`config.mk`:
```
export PLATFORM = sky130hd
export DESIGN_NAME = ltpi_avmm_arbiter
export DESIGN_NICKNAME = d
export VERILOG_FILES = /design/src/rtl/ltpi_pkg.sv /design/src/rtl/ltpi_rr_arbiter.sv /design/src/rtl/ltpi_avmm_arbiter.sv
export SDC_FILE = /design/constraint.sdc
export NUM_CORES = 1
export LEC_CHECK = 0
export CORE_AREA = 2 2 112 114
export CTS_CLUSTER_SIZE = 30
export DETAILED_ROUTE_END_ITERATION = 6
export DIE_AREA = 0 0 114 116
export GPL_TIMING_DRIVEN = 0
export MAX_ROUTING_LAYER = met4
export PLACE_DENSITY = 0.78
export SLEW_MARGIN = 20
export SYNTH_ARGS = -nofsm -noshare
export SYNTH_HDL_FRONTEND = slang
export SYNTH_SLANG_ARGS = --single-unit
export TNS_END_PERCENT = 5
```
`constraint.sdc`:
```
create_clock -name clk -period 3.7 [get_ports clk]
set_clock_uncertainty 0.2 [all_clocks]
set_input_delay 0.37 -clock clk [delete_from_list [all_inputs] [get_ports clk]]
set_output_delay 0.37 -clock clk [all_outputs]
set_load 0.02 [all_outputs]
```
`src/rtl/ltpi_pkg.sv`:
```
// Shared types and defaults for the LTPI Avalon-MM arbitration logic.
package ltpi_pkg;

    typedef enum logic [1:0] {
        ARB_IDLE    = 2'd0,
        ARB_ISSUE   = 2'd1,
        ARB_WAIT_RD = 2'd2
    } arb_state_e;

    localparam int unsigned DEFAULT_TIMEOUT_CYCLES = 32'd1024;
    localparam logic [31:0] DEFAULT_TIMEOUT_DATA   = 32'hDEAD_BEEF;

endpackage

```
`src/rtl/ltpi_rr_arbiter.sv`:
```
// Combinational round-robin selector: search starts just after last_grant and
// wraps, so the requester nearest after the previous winner takes priority.
module ltpi_rr_arbiter #(
    parameter int N = 2
) (
    input  logic [N-1:0]         req,
    input  logic [$clog2(N)-1:0] last_grant,
    output logic [N-1:0]         grant,
    output logic [$clog2(N)-1:0] grant_idx
);

    localparam int IW = $clog2(N);

    logic [IW-1:0] cand_s;
    logic          hit_s;

    // Scan from the farthest candidate to the nearest so the nearest active one wins.
    always_comb begin
        grant     = '0;
        grant_idx = '0;
        cand_s    = '0;
        hit_s     = 1'b0;
        for (int k = N - 1; k >= 0; k--) begin
            cand_s = IW'((int'(last_grant) + 1 + k) % N);
            if (req[cand_s]) begin
                grant_idx = cand_s;
                hit_s     = 1'b1;
            end else begin
                hit_s = hit_s;
            end
        end
        if (hit_s) begin
            grant[grant_idx] = 1'b1;
        end else begin
            grant = '0;
        end
    end

endmodule

```
`src/rtl/ltpi_avmm_arbiter.sv`:
```
// Round-robin share of one Avalon-MM target between NUM_REQ requesters, one
// transaction in flight, with a read-response timeout that never lets a requester hang.
module ltpi_avmm_arbiter
    import ltpi_pkg::*;
#(
    parameter int                    NUM_REQ        = 2,
    parameter int                    ADDR_WIDTH     = 32,
    parameter int                    DATA_WIDTH     = 32,
    parameter int                    TIMEOUT_CYCLES = DEFAULT_TIMEOUT_CYCLES,
    parameter logic [DATA_WIDTH-1:0] TIMEOUT_DATA   = DATA_WIDTH'(DEFAULT_TIMEOUT_DATA)
) (
    input  logic                              clk,
    input  logic                              reset_n,
    input  logic [NUM_REQ*ADDR_WIDTH-1:0]     req_address,
    input  logic [NUM_REQ-1:0]                req_read,
    input  logic [NUM_REQ-1:0]                req_write,
    input  logic [NUM_REQ*DATA_WIDTH-1:0]     req_writedata,
    input  logic [NUM_REQ*DATA_WIDTH/8-1:0]   req_byteenable,
    output logic [NUM_REQ-1:0]                req_waitrequest,
    output logic [DATA_WIDTH-1:0]             req_readdata,
    output logic [NUM_REQ-1:0]                req_readdatavalid,
    output logic [ADDR_WIDTH-1:0]             m_address,
    output logic                              m_read,
    output logic                              m_write,
    output logic [DATA_WIDTH-1:0]             m_writedata,
    output logic [DATA_WIDTH/8-1:0]           m_byteenable,
    input  logic                              m_waitrequest,
    input  logic [DATA_WIDTH-1:0]             m_readdata,
    input  logic                              m_readdatavalid,
    output logic [$clog2(NUM_REQ)-1:0]        grant_id,
    output logic                              busy,
    output logic                              timeout_pulse
);

    localparam int                BE_WIDTH  = DATA_WIDTH / 8;
    localparam int                IDX_WIDTH = $clog2(NUM_REQ);
    localparam int                CNT_WIDTH = $clog2(TIMEOUT_CYCLES);
    localparam logic [CNT_WIDTH-1:0] CNT_LAST = CNT_WIDTH'(TIMEOUT_CYCLES - 1);
    localparam logic [IDX_WIDTH-1:0] PTR_RESET = IDX_WIDTH'(NUM_REQ - 1);

    arb_state_e            state_r;
    logic [IDX_WIDTH-1:0]  ptr_r;
    logic [IDX_WIDTH-1:0]  grant_id_r;
    logic [CNT_WIDTH-1:0]  cnt_r;
    logic                  to_valid_r;
    logic                  timeout_pulse_r;
    logic                  busy_r;
    logic [ADDR_WIDTH-1:0] m_address_r;
    logic                  m_read_r;
    logic                  m_write_r;
    logic [DATA_WIDTH-1:0] m_writedata_r;
    logic [BE_WIDTH-1:0]   m_byteenable_r;

    logic [NUM_REQ-1:0]    active_s;
    logic [NUM_REQ-1:0]    arb_grant_s;
    logic [IDX_WIDTH-1:0]  arb_idx_s;
    logic [ADDR_WIDTH-1:0] sel_address_s;
    logic [DATA_WIDTH-1:0] sel_writedata_s;
    logic [BE_WIDTH-1:0]   sel_byteenable_s;
    logic                  sel_read_s;
    logic                  sel_write_s;

    assign active_s = req_read | req_write;

    ltpi_rr_arbiter #(
        .N (NUM_REQ)
    ) u_rr (
        .req        (active_s),
        .last_grant (ptr_r),
        .grant      (arb_grant_s),
        .grant_idx  (arb_idx_s)
    );

    // Pick the winning requester's command fields.
    always_comb begin
        sel_address_s    = '0;
        sel_writedata_s  = '0;
        sel_byteenable_s = '0;
        sel_read_s       = 1'b0;
        sel_write_s      = 1'b0;
        for (int i = 0; i < NUM_REQ; i++) begin
            if (arb_grant_s[i]) begin
                sel_address_s    = req_address[i*ADDR_WIDTH +: ADDR_WIDTH];
                sel_writedata_s  = req_writedata[i*DATA_WIDTH +: DATA_WIDTH];
                sel_byteenable_s = req_byteenable[i*BE_WIDTH +: BE_WIDTH];
                sel_read_s       = req_read[i];
                sel_write_s      = req_write[i];
            end else begin
                sel_read_s = sel_read_s;
            end
        end
    end

    // Arbitration FSM, command registers and read-timeout counter.
    always_ff @(posedge clk or negedge reset_n) begin
        if (!reset_n) begin
            state_r         <= ARB_IDLE;
            ptr_r           <= PTR_RESET;
            grant_id_r      <= '0;
            cnt_r           <= '0;
            to_valid_r      <= 1'b0;
            timeout_pulse_r <= 1'b0;
            busy_r          <= 1'b0;
            m_address_r     <= '0;
            m_read_r        <= 1'b0;
            m_write_r       <= 1'b0;
            m_writedata_r   <= '0;
            m_byteenable_r  <= '0;
        end else begin
            to_valid_r      <= 1'b0;
            timeout_pulse_r <= 1'b0;
            case (state_r)
                ARB_IDLE: begin
                    if (|arb_grant_s) begin
                        m_address_r    <= sel_address_s;
                        m_writedata_r  <= sel_writedata_s;
                        m_byteenable_r <= sel_byteenable_s;
                        // A simultaneous read+write is a protocol error; the write wins.
                        m_write_r      <= sel_write_s;
                        m_read_r       <= sel_read_s & ~sel_write_s;
                        grant_id_r     <= arb_idx_s;
                        ptr_r          <= arb_idx_s;
                        busy_r         <= 1'b1;
                        state_r        <= ARB_ISSUE;
                    end
                end
                ARB_ISSUE: begin
                    if (!m_waitrequest) begin
                        m_read_r  <= 1'b0;
                        m_write_r <= 1'b0;
                        if (m_write_r) begin
                            busy_r  <= 1'b0;
                            state_r <= ARB_IDLE;
                        end else begin
                            cnt_r   <= '0;
                            state_r <= ARB_WAIT_RD;
                        end
                    end
                end
                ARB_WAIT_RD: begin
                    cnt_r <= cnt_r + CNT_WIDTH'(1);
                    if (m_readdatavalid) begin
                        busy_r  <= 1'b0;
                        state_r <= ARB_IDLE;
                    end else if (cnt_r == CNT_LAST) begin
                        to_valid_r      <= 1'b1;
                        timeout_pulse_r <= 1'b1;
                        busy_r          <= 1'b0;
                        state_r         <= ARB_IDLE;
                    end
                end
                default: begin
                    m_read_r  <= 1'b0;
                    m_write_r <= 1'b0;
                    busy_r    <= 1'b0;
                    state_r   <= ARB_IDLE;
                end
            endcase
        end
    end

    // Only the grantee ever sees the target's waitrequest, and only while issuing.
    always_comb begin
        req_waitrequest = '1;
        if (state_r == ARB_ISSUE) begin
            req_waitrequest[grant_id_r] = m_waitrequest;
        end else begin
            req_waitrequest = '1;
        end
    end

    // Response mux: live target data in WAIT_RD, or the registered timeout reply.
    always_comb begin
        req_readdatavalid = '0;
        req_readdata      = m_readdata;
        if (to_valid_r) begin
            req_readdatavalid[grant_id_r] = 1'b1;
            req_readdata                  = TIMEOUT_DATA;
        end else if ((state_r == ARB_WAIT_RD) && m_readdatavalid) begin
            req_readdatavalid[grant_id_r] = 1'b1;
        end else begin
            req_readdatavalid = '0;
        end
    end

    assign m_address     = m_address_r;
    assign m_read        = m_read_r;
    assign m_write       = m_write_r;
    assign m_writedata   = m_writedata_r;
    assign m_byteenable  = m_byteenable_r;
    assign grant_id      = grant_id_r;
    assign busy          = busy_r;
    assign timeout_pulse = timeout_pulse_r;

endmodule

```
### Word level (Yosys, flattened, before mapping)

Index checks and enable logic that the tools add are counted.

| storage, ports and cells | value |
|---|---|
| output and inout port bits | 109 |
| register bits | 86 |
| bits of input ports | 176 |

| operators by class | value |
|---|---|
| reduce and logical (&&, ||, !) cells | 11 |
| bitwise logic cells | 6 |
| muxes and demuxes | 50 |
| $lt $le $gt $ge | 6 |
| $add $sub $neg | 3 |
| equal/unequal tests | 8 |

Operators with widths:

| operator | count |
|---|---|
| $mux 32 | 5 |
| $mux 1 | 25 |
| $mux 10 | 2 |
| $pmux 10 s2 | 1 |
| $mux 2 | 9 |
| $add 10x1->10 const B | 1 |
| $eq 10x10->1 const B | 1 |
| $pmux 1 s3 | 3 |
| $reduce_and 3->1 | 3 |
| $lt 1x2->1 const B | 4 |
| $mux 4 | 2 |
| $ne 2x2->1 const B | 4 |
| $pmux 2 s3 | 1 |
| $or 2x2->2 | 2 |
| $reduce_and 4->1 | 1 |
| $logic_and 1x1->1 | 3 |
| $ne 3x3->1 const B | 1 |
| $add 1x1->1 const B | 2 |
| $demux 1 s1 | 2 |
| $eq 2x1->1 const B | 1 |
| $eq 2x2->1 const B | 1 |
| $ge 1x1->1 const B | 2 |
| $logic_not 2->1 | 1 |
| $not 1->1 | 2 |
| other kinds (5) | 5 |

### Logic depth before layout (Yosys ltp)

| logic depth | value |
|---|---|
| depth after elaboration | 17 |
| mapped depth | 5 |
| gate-level depth less buffers | 4 |

### By module

A second synthesis with hierarchy kept.

| second synthesis, totals | value |
|---|---|
| cells, all modules | 365 |
| area total of the unflattened synthesis | 4724.5 µm² |

Modules (own cells, without submodules):

| module | area an instance (µm²) | times used | sequential area each (µm²) | cells each |
|---|---|---|---|---|
| ltpi_avmm_arbiter | 4698.3 | 1 | 2153.3 | 361 |
| ltpi_rr_arbiter | 26.3 | 1 | 0.0 | 4 |

### Worst setup path before layout

Ideal clock, no wire load.

| timing path | value |
|---|---|
| path kind | register to register |
| start | register ptr_r |
| end | register m_address_r[24] (netlist: m_address[24]) |
| period minus slack after synthesis | 1.749 ns |
| data required time | 3.373 ns |
| path buffers | 2 |
| arrival | 1.423 ns |
| path slack | 1.951 ns |
| stages on the path, launching flop included | 6 |
| path through | dfstp_2 o21ai_0 and3b_1 buf_2 clkbuf_1 a221o_2 |

| between the ends | value |
|---|---|
| word-level cells in the longest chain between the ends | 13 |
| elaborated cells on any way between the ends | 20 |
| classes of those cells | add/sub: 2; order compare: 2; mux: 13; reduce/logical: 3 |

RTL lines:

| what | RTL line | source |
|---|---|---|
| start: declaration | ltpi_avmm_arbiter.sv:42 | `logic [IDX_WIDTH-1:0] ptr_r;` |
| start signal: assignment | ltpi_avmm_arbiter.sv:122 | `ptr_r <= arb_idx_s;` |
| $add 1x1->1 (*) | ltpi_rr_arbiter.sv:24 | `cand_s = IW'((int'(last_grant) + 1 + k) % N);` |
| $add 1x1->1 | ltpi_rr_arbiter.sv:24 |  |
| $mux 1 (implied by the code) (2 in a row) | ltpi_rr_arbiter.sv:25 | `if (req[cand_s]) begin` |
| $mux 1 (2 in a row) | ltpi_rr_arbiter.sv:25 |  |
| $lt 1x2->1 (implied by the code) / $ge 1x1->1 (equally long branches) | ltpi_rr_arbiter.sv:33 | `grant[grant_idx] = 1'b1;` |
| $logic_and 1x1->1 (implied by the code) | ltpi_rr_arbiter.sv:33 |  |
| $mux 1 (implied by the code) | ltpi_rr_arbiter.sv:33 |  |
| $demux 1 s1 | - |  |
| $mux 2 (*) | ltpi_rr_arbiter.sv:32 | `if (hit_s) begin` |
| $mux 32 / $reduce_or 2->1 (equally long branches) | ltpi_avmm_arbiter.sv:82, ltpi_avmm_arbiter.sv:114 |  |
| $mux 32 / $reduce_and 2->1 (equally long branches) | - |  |
| end signal: assignment | ltpi_avmm_arbiter.sv:115 | `m_address_r <= sel_address_s;` |
| end: declaration | ltpi_avmm_arbiter.sv:48 | `logic [ADDR_WIDTH-1:0] m_address_r;` |

Every way passes the cells marked *; elsewhere a longest branch is shown, timed or not. The select of a mux whose other input is x is not followed.
A chain may end at the register's enable or synchronous reset.

==> results.toml <==
[status]
outcome = "completed"

[worst_setup_path]
cp-startpoint = "timeout_pulse"
endpoint = "req_readdata[19]"
arrival_ps = 1980
start_kind = "flip-flop"
worst-r2r-cell-count = 5
critical_path_required_ps = 3130
r2r_end = "m_byteenable[0]"
r2r_slack_ps = 1290
end_kind = "output port"
r2r_start = "state_r[0]"
crit_type = "reg -> out"
path_max_fanout = 10

[global_routing]
grt_overflow = 0
groute.usage.overall_pct = 24.8
antenna_found_initial = 1
grt_max_degree = 45
grt_pass1_vias = 4740
grt_pass1_wl_um = 24500

[cells_and_area]
fin_util_pct = 65.1
final_common_cell = "clkdlybuf4s50_1"
drive_gt1_share_pct = 10.8
regArea_um2 = 2150
multiInputGateArea_um2 = 1940
layout_common_cells = "clkdlybuf4s50_1 (283), dfrtp_1 (85), a221o_1 (68)"
area_growth_pct = 78.8
fin_cells = 826
final_area_um2 = 7750
fill_cells = 987
fin_nets = 850

[floorplanning]
die_x_um = 114
core_region_area_um2 = 11900
start_util_pct = 36.4
io_pins = 285
rows = 40
dieArea_um2 = 13200
die_h_um = 116

[drt]
vias_per_cell = 5.47
first_pass_iters = 6
drt_wl_total_um = 16500
wl_per_cell_um = 20.0
vias = 4516
drtIter0Drc = 183
drc_errors = 0
ant_nets = 0

[cts]
cts_setup_buffers = 0
postCtsHoldBufs = 1
cts_num_sinks = 86
clk_pin_slew_worst_paths_ps = 60
post_cts_resized = 0
insertion_delay_ps = 330
cts_tree = "done"
numCtsBuffers = 9
cts_buffer_depth = 2
ctsRootBufferMaster = "clkbuf_16"
htree_levels = 3

[pwr]
power_density_nw_per_um2 = 752
power.leakage_nw = 3.19
peakVddDrop_uv = 465

[worst_hold_path]
hold_path.class = "reg -> reg"

[synthesis]
synthTopCellsByArea = "dfrtp_1 (49%), a221o_1 (16%), a21boi_1 (9.7%), or2_2 (3.5%), a21boi_2 (2.3%)"
synth_area_um2 = 4330
synthCells = 376
async_flop_share_pct = 100
seq_area_frac_synth_pct = 49.7
synth_cell_types = 47
synth_edf_count = 0
yosysTopAreaCell = "dfrtp_1"
yosys_warnings = 0
synth.avg_cell_area_um2 = 11.5
ys_ff_latch = 86
ys.flop_type = "dfrtp_1"
synth_top_area_share_pct = 49.1
synthesis.nets = 553

[timing]
timing_hold_violations_final = 0
finalCritPeriodShare_pct = 69.0
max-slew-margin-rel_pct = 56.4
finalMaxSlewViolations = 0
tightest_slew_ps = 653
setup_slack_ps = 1150
final.min_clock_period_ps = 2550
max_freq_mhz = 391
rsz0062_at_grt = "false"
finalSetupViolations = 0

[place]
place_area_um2 = 7380
place_hpwl_um = 12800
dpl.cell_count = 808
place_ws_ps = 1150
gp_congestion = 0.847
io_buffers = 284

[flow_run]
drv_cap = 0
metal layers:
layer | share of wire, % | global-route usage, %
met1 | 37 | 27.2
met2 | 52 | 43.7
met5 | 0 | -
met3 | 7.7 | 5.44
met4 | 3.1 | 10.6
cells in the mapped netlist (all sizes together), types with 2 or more instances:
master / number
o31ai: 3
nor2b: 11
inv: 7
nor2: 8
a221o: 69
clkbuf: 21
nand4: 2
nand3: 5
buf: 14
o21ai: 6
nand3b: 2
a21oi: 9
o22ai: 2
or3: 3
or2: 24
a21boi: 68
a21o: 2
nand2: 8
dfrtp: 85
nor3b: 2
or4: 5
nand2b: 4
cell families after synthesis:
family                     after synthesis  synth area share, %
xor gates and xnor gates                 1                0.202
AOI/OAI and AO/OA                      165                 32.8
adders and majority gates                1                0.289
DFF                                     86                 49.7
and+or+nand+nor                         80                 11.1
muxes                                    1                0.231
buffers and inverters                   42                 5.63
state kept, by name, summed over array words and instances (netlist names):
register and count:
m_address 32, state_r 2, ptr_r 1, m_writedata 32, timeout_pulse 1, cnt_r 10, grant_id 1, busy 1
m_write 1, m_byteenable 4, m_read 1
worst min path at each step:
stage                     depth (start not counted)  slack [ps]      from         endpoint
after floorplan                                   0        -130   reset_n             busy
after global placement                            1         270  cnt_r[8]         cnt_r[8]
after detailed placement                          1         210   reset_n  m_writedata[23]
after CTS                                         1         300  cnt_r[8]         cnt_r[8]
after global routing                              1         310  cnt_r[8]         cnt_r[8]
final                                             1         290  cnt_r[8]         cnt_r[8]
critical path: stages, from the launching register on:
cell and delay (ps):
dfrtp_1 430, clkbuf_1 380, or2_2 210, clkdlybuf4s50_1 620
metrics by stage:
step	hold WS (ps)	TNS (ps)	total power, W
2_1_floorplan	-126	0	0.00332
3_3_place_gp	274	-86560	0.00467
4_1_cts	299	0	0.00586
5_1_grt	314	0	0.00613
3_5_place_dp	209	0	0.00476
6_report	292	0	0.00583
power by group:
group / switching (W) / internal, W / leakage (nW)
logic: 0.00155 / 0.00159 / 1.95
clock network: 0.000377 / 0.000697 / 0.168
registers: 0.000249 / 0.00137 / 1.08
total: 0.00218 / 0.00365 / 3.19
final cells by class:
class,count,share of cell area [%]
Antenna cell,1,0.0323
Tap cell,147,2.37
Sequential cell,86,27.8
Clock buffer,11,3.26
Timing Repair Buffer,286,37.0
Buffer,35,2.81
Inverter,7,0.339
Clock inverter,5,1.36
Multi-Input combinational cell,248,25.0
No activity file was read; power rests on OpenSTA's default activity.
